`src/rtl/sdram_exerciser_pkg.sv`:
```
// sdram_exerciser_pkg: state encoding, Galois LFSR taps and defaults shared by the SDRAM exerciser.
package sdram_exerciser_pkg;
  typedef enum logic [2:0] {IDLE, WR_REQ, RD_REQ, NEXT, DONE} state_t;
  localparam int DEF_TIMEOUT = 1023;
  localparam int DEF_ERR_W = 16;
  localparam logic [7:0] LFSR_TAPS_8 = 8'hB8;
  localparam logic [15:0] LFSR_TAPS_16 = 16'hB400;
  localparam logic [31:0] LFSR_TAPS_32 = 32'h8020_0003;
  function automatic logic [31:0] lfsr_taps(input int w);
    return w == 8 ? 32'(LFSR_TAPS_8) : w == 16 ? 32'(LFSR_TAPS_16) : LFSR_TAPS_32;
  endfunction
endpackage

```
`src/rtl/exerciser_pattern_gen.sv`:
```
// exerciser_pattern_gen: data for word i of pass p; counter pattern inverted on odd passes,
// or a Galois LFSR replayed for the read phase when EXERCISER_LFSR_EN is defined.
module exerciser_pattern_gen
  import sdram_exerciser_pkg::*;
#(
  parameter int DATA_W = 16
) (
`ifdef EXERCISER_LFSR_EN
  input  logic              clk_i,
  input  logic              rst_n_i,
  input  logic              load_i,
  input  logic              load_odd_i,
  input  logic              step_i,
`else
  input  logic [DATA_W-1:0] idx_i,
  input  logic              odd_i,
`endif
  output logic [DATA_W-1:0] pat_o
);
`ifdef EXERCISER_LFSR_EN
  localparam logic [DATA_W-1:0] TAPS = DATA_W'(lfsr_taps(DATA_W));
  logic [DATA_W-1:0] lfsr;
  always_ff @(posedge clk_i or negedge rst_n_i)
    if (!rst_n_i) lfsr <= '0;
    else if (load_i) lfsr <= DATA_W'(1) ^ {DATA_W{load_odd_i}};
    else if (step_i) lfsr <= (lfsr >> 1) ^ (lfsr[0] ? TAPS : '0);
  assign pat_o = lfsr;
`else
  assign pat_o = idx_i ^ {DATA_W{odd_i}};
`endif
endmodule

```
`src/rtl/sdram_rw_exerciser.sv`:
```
// sdram_rw_exerciser: writes a pattern over an address window, reads it back and checks it.
// Optional LFSR pattern via EXERCISER_LFSR_EN.
module sdram_rw_exerciser
  import sdram_exerciser_pkg::*;
#(
  parameter int ADDR_W     = 24,
  parameter int DATA_W     = 16,
  parameter int START_ADDR = 0,
  parameter int ADDR_STEP  = 1,
  parameter int NUM_WORDS  = 256,
  parameter int TIMEOUT    = DEF_TIMEOUT,
  parameter int ERR_W      = DEF_ERR_W
) (
  input  logic              clk_i,
  input  logic              rst_n_i,
  input  logic              start_i,
  input  logic              loop_i,
  input  logic              abort_i,
  output logic              host_wr_o,
  output logic              host_rd_o,
  output logic [ADDR_W-1:0] host_addr_o,
  output logic [DATA_W-1:0] host_data_o,
  input  logic [DATA_W-1:0] host_data_i,
  input  logic              host_done_i,
  input  logic              host_rdPending_i,
  output logic              busy_o,
  output logic              finished_o,
  output logic              pass_o,
  output logic              timeout_o,
  output logic [ERR_W-1:0]  err_cnt_o,
  output logic [ADDR_W-1:0] first_err_addr_o,
  output logic [15:0]       pass_cnt_o
);
  localparam int TW = TIMEOUT < 1 ? 1 : $clog2(TIMEOUT + 1);
  localparam logic [TW-1:0] TMAX = TW'(TIMEOUT);
  localparam logic [ADDR_W-1:0] LAST = ADDR_W'(NUM_WORDS - 1);
  localparam logic [ADDR_W-1:0] A0 = ADDR_W'(START_ADDR);
  localparam logic [ADDR_W-1:0] STEP = ADDR_W'(ADDR_STEP);
  localparam logic [ERR_W-1:0] ERR_MAX = '1;
  state_t state;
  logic start_q, pass_odd;
  logic [ADDR_W-1:0] idx, cur_addr;
  logic [TW-1:0] wait_cnt;
  logic [DATA_W-1:0] pat;
  logic unused_rd_pending;
  assign unused_rd_pending = host_rdPending_i;
  wire start_rise = start_i & ~start_q;
  wire req = host_wr_o | host_rd_o;
  wire last = idx == LAST;
`ifdef EXERCISER_LFSR_EN
  wire lfsr_load = ((state == IDLE || state == DONE) && start_rise) ||
                   (state == WR_REQ && host_wr_o && host_done_i && last) ||
                   (state == NEXT && loop_i && !abort_i);
  wire lfsr_odd = state == NEXT ? ~pass_odd : state == WR_REQ ? pass_odd : 1'b0;
  exerciser_pattern_gen #(.DATA_W(DATA_W)) u_pat (
    .clk_i(clk_i), .rst_n_i(rst_n_i), .load_i(lfsr_load), .load_odd_i(lfsr_odd),
    .step_i(req & host_done_i), .pat_o(pat)
  );
`else
  exerciser_pattern_gen #(.DATA_W(DATA_W)) u_pat (
    .idx_i(DATA_W'(idx)), .odd_i(pass_odd), .pat_o(pat)
  );
`endif
  always_ff @(posedge clk_i or negedge rst_n_i)
    if (!rst_n_i) begin
      state <= IDLE;
      start_q <= 1'b0;
      pass_odd <= 1'b0;
      idx <= '0;
      cur_addr <= '0;
      wait_cnt <= '0;
      host_wr_o <= 1'b0;
      host_rd_o <= 1'b0;
      host_addr_o <= '0;
      host_data_o <= '0;
      busy_o <= 1'b0;
      finished_o <= 1'b0;
      pass_o <= 1'b0;
      timeout_o <= 1'b0;
      err_cnt_o <= '0;
      first_err_addr_o <= '0;
      pass_cnt_o <= '0;
    end else begin
      start_q <= start_i;
      case (state)
        IDLE, DONE: begin
          if (state == DONE) begin
            finished_o <= 1'b1;
            busy_o <= 1'b0;
            pass_o <= err_cnt_o == '0 && !timeout_o;
          end
          if (start_rise) begin
            state <= WR_REQ;
            busy_o <= 1'b1;
            finished_o <= 1'b0;
            pass_o <= 1'b0;
            timeout_o <= 1'b0;
            err_cnt_o <= '0;
            first_err_addr_o <= '0;
            pass_cnt_o <= '0;
            idx <= '0;
            cur_addr <= A0;
            pass_odd <= 1'b0;
          end
        end
        WR_REQ, RD_REQ: begin
          // a low request cycle is the mandatory gap before the next request
          if (!req) begin
            host_wr_o <= state == WR_REQ;
            host_rd_o <= state == RD_REQ;
            host_addr_o <= cur_addr;
            if (state == WR_REQ) host_data_o <= pat;
            wait_cnt <= '0;
          end else if (host_done_i) begin
            host_wr_o <= 1'b0;
            host_rd_o <= 1'b0;
            if (host_rd_o && host_data_i != pat) begin
              if (err_cnt_o != ERR_MAX) err_cnt_o <= err_cnt_o + 1'b1;
              if (err_cnt_o == '0) first_err_addr_o <= host_addr_o;
            end
            idx <= last ? '0 : idx + 1'b1;
            cur_addr <= last ? A0 : cur_addr + STEP;
            state <= abort_i ? DONE : !last ? state : host_wr_o ? RD_REQ : NEXT;
          end else if (wait_cnt == TMAX) begin
            host_wr_o <= 1'b0;
            host_rd_o <= 1'b0;
            timeout_o <= 1'b1;
            state <= DONE;
          end else wait_cnt <= wait_cnt + 1'b1;
        end
        NEXT: begin
          pass_cnt_o <= pass_cnt_o + 1'b1;
          if (loop_i && !abort_i) pass_odd <= ~pass_odd;
          state <= loop_i && !abort_i ? WR_REQ : DONE;
        end
        default: state <= IDLE;
      endcase
    end
endmodule
```
`config.mk`:
```
export PLATFORM = sky130hd
export DESIGN_NAME = sdram_rw_exerciser
export DESIGN_NICKNAME = d
export VERILOG_FILES = /design/src/rtl/sdram_exerciser_pkg.sv /design/src/rtl/exerciser_pattern_gen.sv /design/src/rtl/sdram_rw_exerciser.sv
export SDC_FILE = /design/constraint.sdc
export NUM_CORES = 1
export LEC_CHECK = 0
export ABC_AREA = 1
export CAP_MARGIN = 15
export CORE_UTILIZATION = 45
export DETAILED_ROUTE_END_ITERATION = 10
export PLACE_DENSITY = 0.64
export SYNTH_ARGS = -nofsm -noshare
export SYNTH_HDL_FRONTEND = slang
export SYNTH_HIERARCHICAL = 1
export SYNTH_SLANG_ARGS = --single-unit
```
`constraint.sdc`:
```
create_clock -name clk_i -period 2.7 [get_ports clk_i]
set_clock_uncertainty 0.1 [all_clocks]
set_input_delay 0.27 -clock clk_i [delete_from_list [all_inputs] [get_ports clk_i]]
set_output_delay 0.27 -clock clk_i [all_outputs]
set_load 0.1 [all_outputs]
```
==> results by group, run 1 <==
Timing
  – Final Max Tran Viols: 0
  – Hold Slack: 212 ps
  – Final Cycle Share: 0.856
  – Least-Margin Pin Slew: 742 ps
  – Fmax: 0.433 GHz
  – RSZ-0062 raised after global routing: false
  – Setup TNS: 0 ps
  – Slew headroom: 0.505
  – Finish-stage setup viols: 0
  – Min cycle time layout: 2310 ps
  – Hold Violations, Final: 0

GRT
  – Aggregate global-route resource usage: 0.233
  – M1 GR Usage: 0.311
  – Most Crowded Layer GR: met2
  – First-pass GRT wire length: 40.1 mm
  – Met3 usage: 0.0348
  – Initial antenna violation count: 0
  – Met2 Use GR: 0.401
  – Global route overflow: 0
  – Vias in the first global route: 8155
  – Largest net degree at the start of global routing: 55

Power
  – Maximum VDD drop: 0.570 mV
  – Sequential power share: 0.285
  – Internal: 5.12 mW
  – Pwr dens: 941 mW/mm2
  – Leakage power figure: 5.61 nW
  – Comb power frac: 0.487
  – Sw frac: 0.511
  – Total power draw: 10.5 mW
  – Clock power frac: 0.228
  – P_sw: 5.36 mW

Floorplan
  – Die area: 0.0212 mm2
  – FP Rows: 52
  – Initial Utilization: 0.459
  – Die Wd: 146 um
  – Die height: 146 um
  – Core area: 0.0202 mm2
  – IO Pins: 125

Routing
  – Via count: 8602
  – Total wire length after detailed routing: 23.6 mm
  – Final ANT Viol Nets: 0
  – WL/cell: 13.6 um
  – Detailed Routing Iterations Pass 1: 5
  – Drc violations: 0
  – Iteration-0 DRC count of the detailed router: 485
  – Vias/cell: 4.95

Worst setup path
  – Reg2reg path depth: 16
  – R2r setup slk: 390 ps
  – Reg2reg end: first_err_addr_o[20]$_DFFE_PN0P_
  – Crit start category: flop
  – Critical path arrival: 2580 ps
  – CP cell instances: buf_4 -> inv_8 -> nand2_2 -> nand2_1 -> inv_1 -> nand2_1 -> nand2_1 -> nor2_1 -> nand2_1 -> nor2_1 -> nand2_1 -> nand2_1 -> nand2_1 -> nand2_2 -> nand2_1 -> nand2_1
  – Crit end category: flop
  – Crit path kind: flop to flop
  – Most used cell, CP: nand2_1
  – Worst flop-to-flop path startpoint: pass_odd$_DFFE_PN0P_
  – Worst EP required: 2970 ps
  – Worst path buffer plus inverter count: 3
  – Worst Path Max Fanout: 24
  – CP max stage delay: 400 ps
  – Crit path max-delay family: simple AND/OR/NAND/NOR gates
  – Slowest CP cell: nand2_2

Synth
  – Area contributors post-synth: dfrtp_1 (44%), nand2_1 (17%), inv_1 (7.1%), nand3_1 (6.5%), nor2_1 (6.5%)
  – Seq/Total Area, Yosys: 0.445
  – Cell count after synthesis: 1327
  – Count of cell types in the netlist: 36
  – EDFF count, synth: 0
  – Synth top area share: 0.445
  – Syn nets: 1356
  – Synth warnings: 6
  – Cell area after synthesis: 0.00929 mm2
  – Ys flop type: dfrtp_1
  – FFs w/ async S/R, synth: 1.00
  – Synthesis-stage register bit count: 165
  – Syn Area/Cell: 7.00 um2
  – Largest area contributor in the netlist: dfrtp_1

Layout
  – Layout cells sized above 1: 0.128
  – Post-Layout Cell Count: 1737
  – Final net count: 1483
  – Final core utilization: 0.551
  – Diodes inserted: 0
  – Area Overhead vs Synth: 20.0%

Min path
  – Min-Delay Endpoint: start_q$_DFF_PN0_
  – Hold Crit Depth: 1
  – HP Class: primary input to flop
  – Beginning of the worst hold path: start_i

Clock network
  – Post-CTS Setup Inserts: 0
  – Root buffer cell: clkbuf_16
  – H-tree Lvls: 4
  – Reg clk slew, reported paths: 80 ps
  – Hold-fix buffers at CTS: 1
  – CTS sink count: 165
  – Clk Latency, worst-skew pair: 420 ps
  – Cts repair resizes: 0
  – TritonCTS clock tree: done
  – Total clock buffers created by CTS: 17
  – Max Buffers Root-to-Sink: 2

Job
  – Maxcap violations: 0

Outcome
  – Outcome: finished clean

Placement
  – DP Cell Count: 1704
  – Port buffer count: 123
  – Routability cong.: 0.897
  – HPWL Detailed: 17.3 mm
-- synthesized netlist by cell type (2+ instances only) --
| library cell | instances |
|---|---|
| nand2_1 | 425 |
| inv_1 | 175 |
| dfrtp_1 | 165 |
| nor2_1 | 161 |
| nand3_1 | 121 |
| o21ai_0 | 82 |
| nand4_1 | 32 |
| a21oi_1 | 30 |
| nor3_1 | 27 |
| clkbuf_1 | 15 |
| buf_2 | 12 |
| xor2_1 | 12 |
| nand2_2 | 8 |
| nor2_2 | 8 |
| ha_1 | 6 |
| buf_4 | 5 |
| buf_6 | 5 |
| a31oi_1 | 4 |
| inv_2 | 4 |
| nor2_4 | 4 |
| nand2_4 | 3 |
| o21bai_1 | 3 |
| o31ai_1 | 3 |
| a22o_1 | 2 |
| nand3b_1 | 2 |
| o21a_1 | 2 |
| xnor2_1 | 2 |
-- state kept, by name, indices dropped and copies added (netlist names), 3 cells and up --
signal	count
cur_addr	24
err_cnt_o	16
first_err_addr_o	24
host_addr_o	24
host_data_o	16
idx	24
pass_cnt_o	16
state	3
wait_cnt	10
-- area by class of cell --
| cell class | instances | area, um2 |
|---|---|---|
| Timing Repair Buffer | 147 | 1170 |
| Clock inverter | 15 | 150 |
| Tap cell | 270 | 338 |
| Sequential cell | 165 | 4130 |
| Clock buffer | 17 | 425 |
| Multi-Input combinational cell | 942 | 4240 |
| Inverter | 181 | 687 |
| Fill cell | 1999 | 9090 |
-- kinds of logic after synthesis --
group,synth area share
AND/OR/NAND/NOR,0.363
buffers and inverters,0.0986
flip-flops,0.445
XOR/XNOR,0.0132
AO/OA/AOI/OAI,0.0726
adder cells (fa/ha/maj),0.00808
-- worst reg2reg max path, delay by kind of cell, from the launching register on --
family        cells  cell delay, ps
flops             1             380
buf+inv           3             390
simple gates     13            1420
-- per-layer routing --
metal / vias up / share of wire
met2: 141 / 0.49
met3: 16 / 0.032
met4: 0 / 0.0071
met1: 4004 / 0.47
li1: 4441 / -
met5: - / 0
-- metrics by stage --
step	setup slack, ps	cell area, um2
final	389	11100
after global routing	88.5	11100
after CTS	364	11100
after detailed placement	207	10600
after global placement	237	10600
after floorplan	39.7	9290
-- power by group through the flow --
stage               combinational (mW)  sequential (mW)  clock (mW)
detailed placement                5.13             3.04           0
floorplan                         2.56             4.42           0
global route                      5.58             3.03        2.53
global placement                  5.11             3.03           0
finish                            5.10             2.99        2.39
CTS                               5.15             2.99        2.45
-- worst max path at each step --
stage                     depth (start not counted)                      from                                to  slack (ps)
after floorplan                                  12  err_cnt_o[0]$_DFFE_PN0P_          err_cnt_o[9]$_DFFE_PN0P_          40
after global placement                           10                   start_i         err_cnt_o[14]$_DFFE_PN0P_         240
after detailed placement                         10                   start_i         err_cnt_o[12]$_DFFE_PN0P_         210
after CTS                                        16      pass_odd$_DFFE_PN0P_  first_err_addr_o[20]$_DFFE_PN0P_         360
after global routing                             16      pass_odd$_DFFE_PN0P_  first_err_addr_o[15]$_DFFE_PN0P_          90
final                                            16      pass_odd$_DFFE_PN0P_  first_err_addr_o[20]$_DFFE_PN0P_         390
-- placed cells by master (no fill, tap or decap), types with 2 or more instances in the layout --
| cell type | Yosys | final |
|---|---|---|
| a31oi_1 | 4 | 4 |
| nand2_2 | 8 | 8 |
| o21a_1 | 2 | 2 |
| o21bai_1 | 3 | 3 |
| inv_6 | 0 | 6 |
| ha_1 | 6 | 6 |
| a21oi_1 | 30 | 30 |
| o31ai_1 | 3 | 3 |
| nand4_1 | 32 | 32 |
| clkdlybuf4s50_1 | 0 | 20 |
| xnor2_1 | 2 | 2 |
| inv_2 | 4 | 4 |
| a22o_1 | 2 | 2 |
| clkbuf_16 | 0 | 17 |
| nand3_1 | 121 | 121 |
| xor2_1 | 12 | 12 |
| inv_1 | 175 | 175 |
| nand3b_1 | 2 | 2 |
| clkinv_4 | 0 | 2 |
| nand2_4 | 3 | 3 |
| nand2_1 | 425 | 425 |
| inv_8 | 1 | 6 |
| nor2_1 | 161 | 161 |
| o21ai_0 | 82 | 82 |
| nor2_2 | 8 | 8 |
| nor2_4 | 4 | 4 |
| buf_4 | 5 | 124 |
| nor3_1 | 27 | 27 |
| dfrtp_1 | 165 | 165 |
No activity file was read; power rests on OpenSTA's default activity.
==> inputs of run 2 (changes only) <==
--- a/config.mk
+++ b/config.mk
@@ -7,6 +7,7 @@
 export LEC_CHECK = 0
 export ABC_AREA = 1
 export CAP_MARGIN = 15
+export CORE_MARGIN = 2
 export CORE_UTILIZATION = 45
 export DETAILED_ROUTE_END_ITERATION = 10
 export PLACE_DENSITY = 0.64
==> run 2 against run 1 <==
  * Final cell count decreased by 0.23%
  * Fmax decreased by 1.3%
  * Setup slack got worse by 30 ps
  * Global-route usage decreased by 0.47 points
  * Combinational power increased by 1%
  * Hold slack improved by 25 ps
  * Sequential share of layout area decreased by 0.13 points
==> results by group, run 2 (synthesis results as in run 1) <==
Power
  – Maximum VDD drop: 0.559 mV (-1.8%)
  – Pwr dens: 948 mW/mm2 (+0.79%)
  – Leakage power figure: 5.62 nW (+0.12%)

Clock network
  – Max Buffers Root-to-Sink: 2 (unchanged)
  – H-tree Lvls: 4 (unchanged)
  – Cts repair resizes: 0 (unchanged)
  – Root buffer cell: clkbuf_16
  – Total clock buffers created by CTS: 17 (unchanged)
  – Reg clk slew, reported paths: 80 ps (about the same)
  – CTS sink count: 165 (unchanged)
  – TritonCTS clock tree: done
  – Post-CTS Setup Inserts: 0 (unchanged)
  – Clk Latency, worst-skew pair: 440 ps (+20 ps)

Timing
  – Finish-stage setup viols: 0 (unchanged)
  – Setup TNS: 0 ps (unchanged)
  – Hold Violations, Final: 0 (unchanged)
  – Least-Margin Pin Slew: 745 ps (+3.23 ps)
  – Final Cycle Share: 0.867 (+0.0112)
  – Fmax: 0.427 GHz (-1.3%)
  – Final Max Tran Viols: 0 (unchanged)
  – RSZ-0062 raised after global routing: false
  – Slew headroom: 0.503 (-0.00215)
  – Min cycle time layout: 2340 ps (+30.4 ps)

Layout
  – Final core utilization: 0.553 (+0.00192)
  – Layout cells sized above 1: 0.126 (-0.00238)
  – Register Area: 0.00413 mm2 (unchanged)
  – Area Overhead vs Synth: 20.4%
  – Commonest non-fill, non-tap cell in the layout: nand2_1
  – Final net count: 1479 (-0.27%)
  – Leading cell types in the layout, fill and taps excluded: nand2_1 (425), inv_1 (175), dfrtp_1 (165)
  – Diodes inserted: 0 (unchanged)
  – Fillers: 1997 (-0.10%)
  – Multi-input gate area: 0.00424 mm2 (unchanged)

Placement
  – HPWL Detailed: 17.6 mm (+1.6%)
  – Routability cong.: 0.870 (-3.0%)
  – Port buffer count: 123 (unchanged)

Floorplan
  – Initial Utilization: 0.459 (unchanged)
  – Die Wd: 148 um (+1.4%)
  – IO Pins: 125 (unchanged)
  – Core area: 0.0202 mm2 (unchanged)
  – Die area: 0.0218 mm2 (+2.8%)
  – Die height: 148 um (+1.4%)
  – FP Rows: 52 (unchanged)

Outcome
  – Outcome: finished clean

Routing
  – Drc violations: 0 (unchanged)
  – Vias/cell: 5.00 (+1.0%)
  – Iteration-0 DRC count of the detailed router: 460 (-5.2%)
  – Total wire length after detailed routing: 24.1 mm (+2.0%)
  – Via count: 8671 (+0.80%)
  – WL/cell: 13.9 um (+2.2%)
  – Final ANT Viol Nets: 0 (unchanged)
  – Detailed Routing Iterations Pass 1: 5 (unchanged)

Worst setup path
  – Worst Path Max Fanout: 24 (unchanged)
  – Worst flop-to-flop path startpoint: pass_odd$_DFFE_PN0P_
  – Crit end category: flop
  – CP cell instances: buf_12 -> inv_8 -> nand2_2 -> nand2_1 -> inv_1 -> nand2_1 -> nand2_1 -> nor2_1 -> nand2_1 -> nor2_1 -> nand2_1 -> nand2_1 -> nand2_1 -> nand2_2 -> nand2_1 -> nand2_1
  – Crit path kind: flop to flop
  – Worst EP required: 2990 ps (+20 ps)
  – Reg2reg path depth: 16 (unchanged)
  – Worst Setup EP: first_err_addr_o[10]$_DFFE_PN0P_
  – Worst Setup SP: pass_odd$_DFFE_PN0P_
  – R2r setup slk: 360 ps (-30 ps)
  – Slowest CP cell: dfrtp_1
  – Worst path buffer plus inverter count: 3 (unchanged)
  – Crit start category: flop
  – Reg2reg end: first_err_addr_o[10]$_DFFE_PN0P_
  – Crit path max-delay family: simple AND/OR/NAND/NOR gates
  – Critical path arrival: 2630 ps (+50 ps)
  – CP max stage delay: 400 ps (about the same)
  – WP depth: 16 (unchanged)
  – Most used cell, CP: nand2_1

Min path
  – HP Class: primary input to flop

GRT
  – Vias in the first global route: 8178 (+0.28%)
  – Aggregate global-route resource usage: 0.229 (-0.00473)
  – First-pass GRT wire length: 40.6 mm (+1.1%)
  – Initial antenna violation count: 0 (unchanged)
  – Largest net degree at the start of global routing: 73 (+33%)
  – Global route overflow: 0 (unchanged)

Job
  – Maxcap violations: 0 (unchanged)
-- run 2: cell count changes in the layout (fill, tap and decap cells not counted) --
| cell | before | now |
|---|---|---|
| clkinv_8 | 1 | 5 |
| clkinvlp_4 | 1 | 0 |
| inv_6 | 6 | 3 |
| buf_12 | 1 | 4 |
| buf_4 | 124 | 117 |
-- run 2: worst min-delay path by stage --
stage	startpoint	end	slack (ps)	cells after the start
floorplan	rst_n_i	busy_o$_DFFE_PN0P_	-130	0
global placement	rst_n_i	pass_cnt_o[0]$_DFFE_PN0P_	230	1
detailed placement	rst_n_i	pass_cnt_o[1]$_DFFE_PN0P_	230	1
CTS	start_i	start_q$_DFF_PN0_	210	1
global route	start_i	start_q$_DFF_PN0_	230	1
finish	start_i	start_q$_DFF_PN0_	240	1
-- run 2: through the flow --
stage	hold slack [ps]	total power, mW	cells	setup WS, ps	instance area [um2]
floorplan	-126	6.99	1327	39.7	9290
finish	237	10.6	1733	359	11200
CTS	212	10.7	1733	362	11200
global placement	231	8.12	1700	212	10600
global route	230	11.2	1733	117	11200
detailed placement	226	8.19	1700	147	10600
-- run 2: layout make-up --
type / instances / area share
repair buffers: 143 / 0.106
clock buffers: 17 / 0.0380
well taps: 270 / 0.0302
inverters: 181 / 0.0614
clock inverters: 15 / 0.0162
flip-flops and latches: 165 / 0.369
multi-input cells: 942 / 0.379
-- run 2: repair_timing --
| item | in CTS | in global routing |
|---|---|---|
| hold buffers | 1 | 0 |
| endpoints found under the hold margin | 64 | 0 |
| endpoints found under the setup margin | 0 | 0 |
-- run 2: per-layer routing --
layer,share of wire,global-route usage,wire length [um],vias to the layer above
met5,0,0,0,-
met4,0.013,0.0620,315,0
met3,0.033,0.0349,788,24
met2,0.49,0.385,11800,143
met1,0.47,0.308,11300,4084
li1,-,-,-,4420
-- run 2: power by group --
group          internal, mW  switching, mW  total (mW)
registers              2.75          0.237        2.98
logic                  1.12           4.03        5.16
clock network          1.26           1.21        2.47
total                  5.12           5.48        10.6
-- run 2: worst reg2reg max path: stages, from the launching register on --
cell	delay [ps]
dfrtp_1	400
buf_12	160
inv_8	100
nand2_2	50
nand2_1	130
inv_1	70
nand2_1	50
nand2_1	40
nor2_1	90
nand2_1	60
nor2_1	130
nand2_1	90
nand2_1	90
nand2_1	110
nand2_2	400
nand2_1	130
nand2_1	80
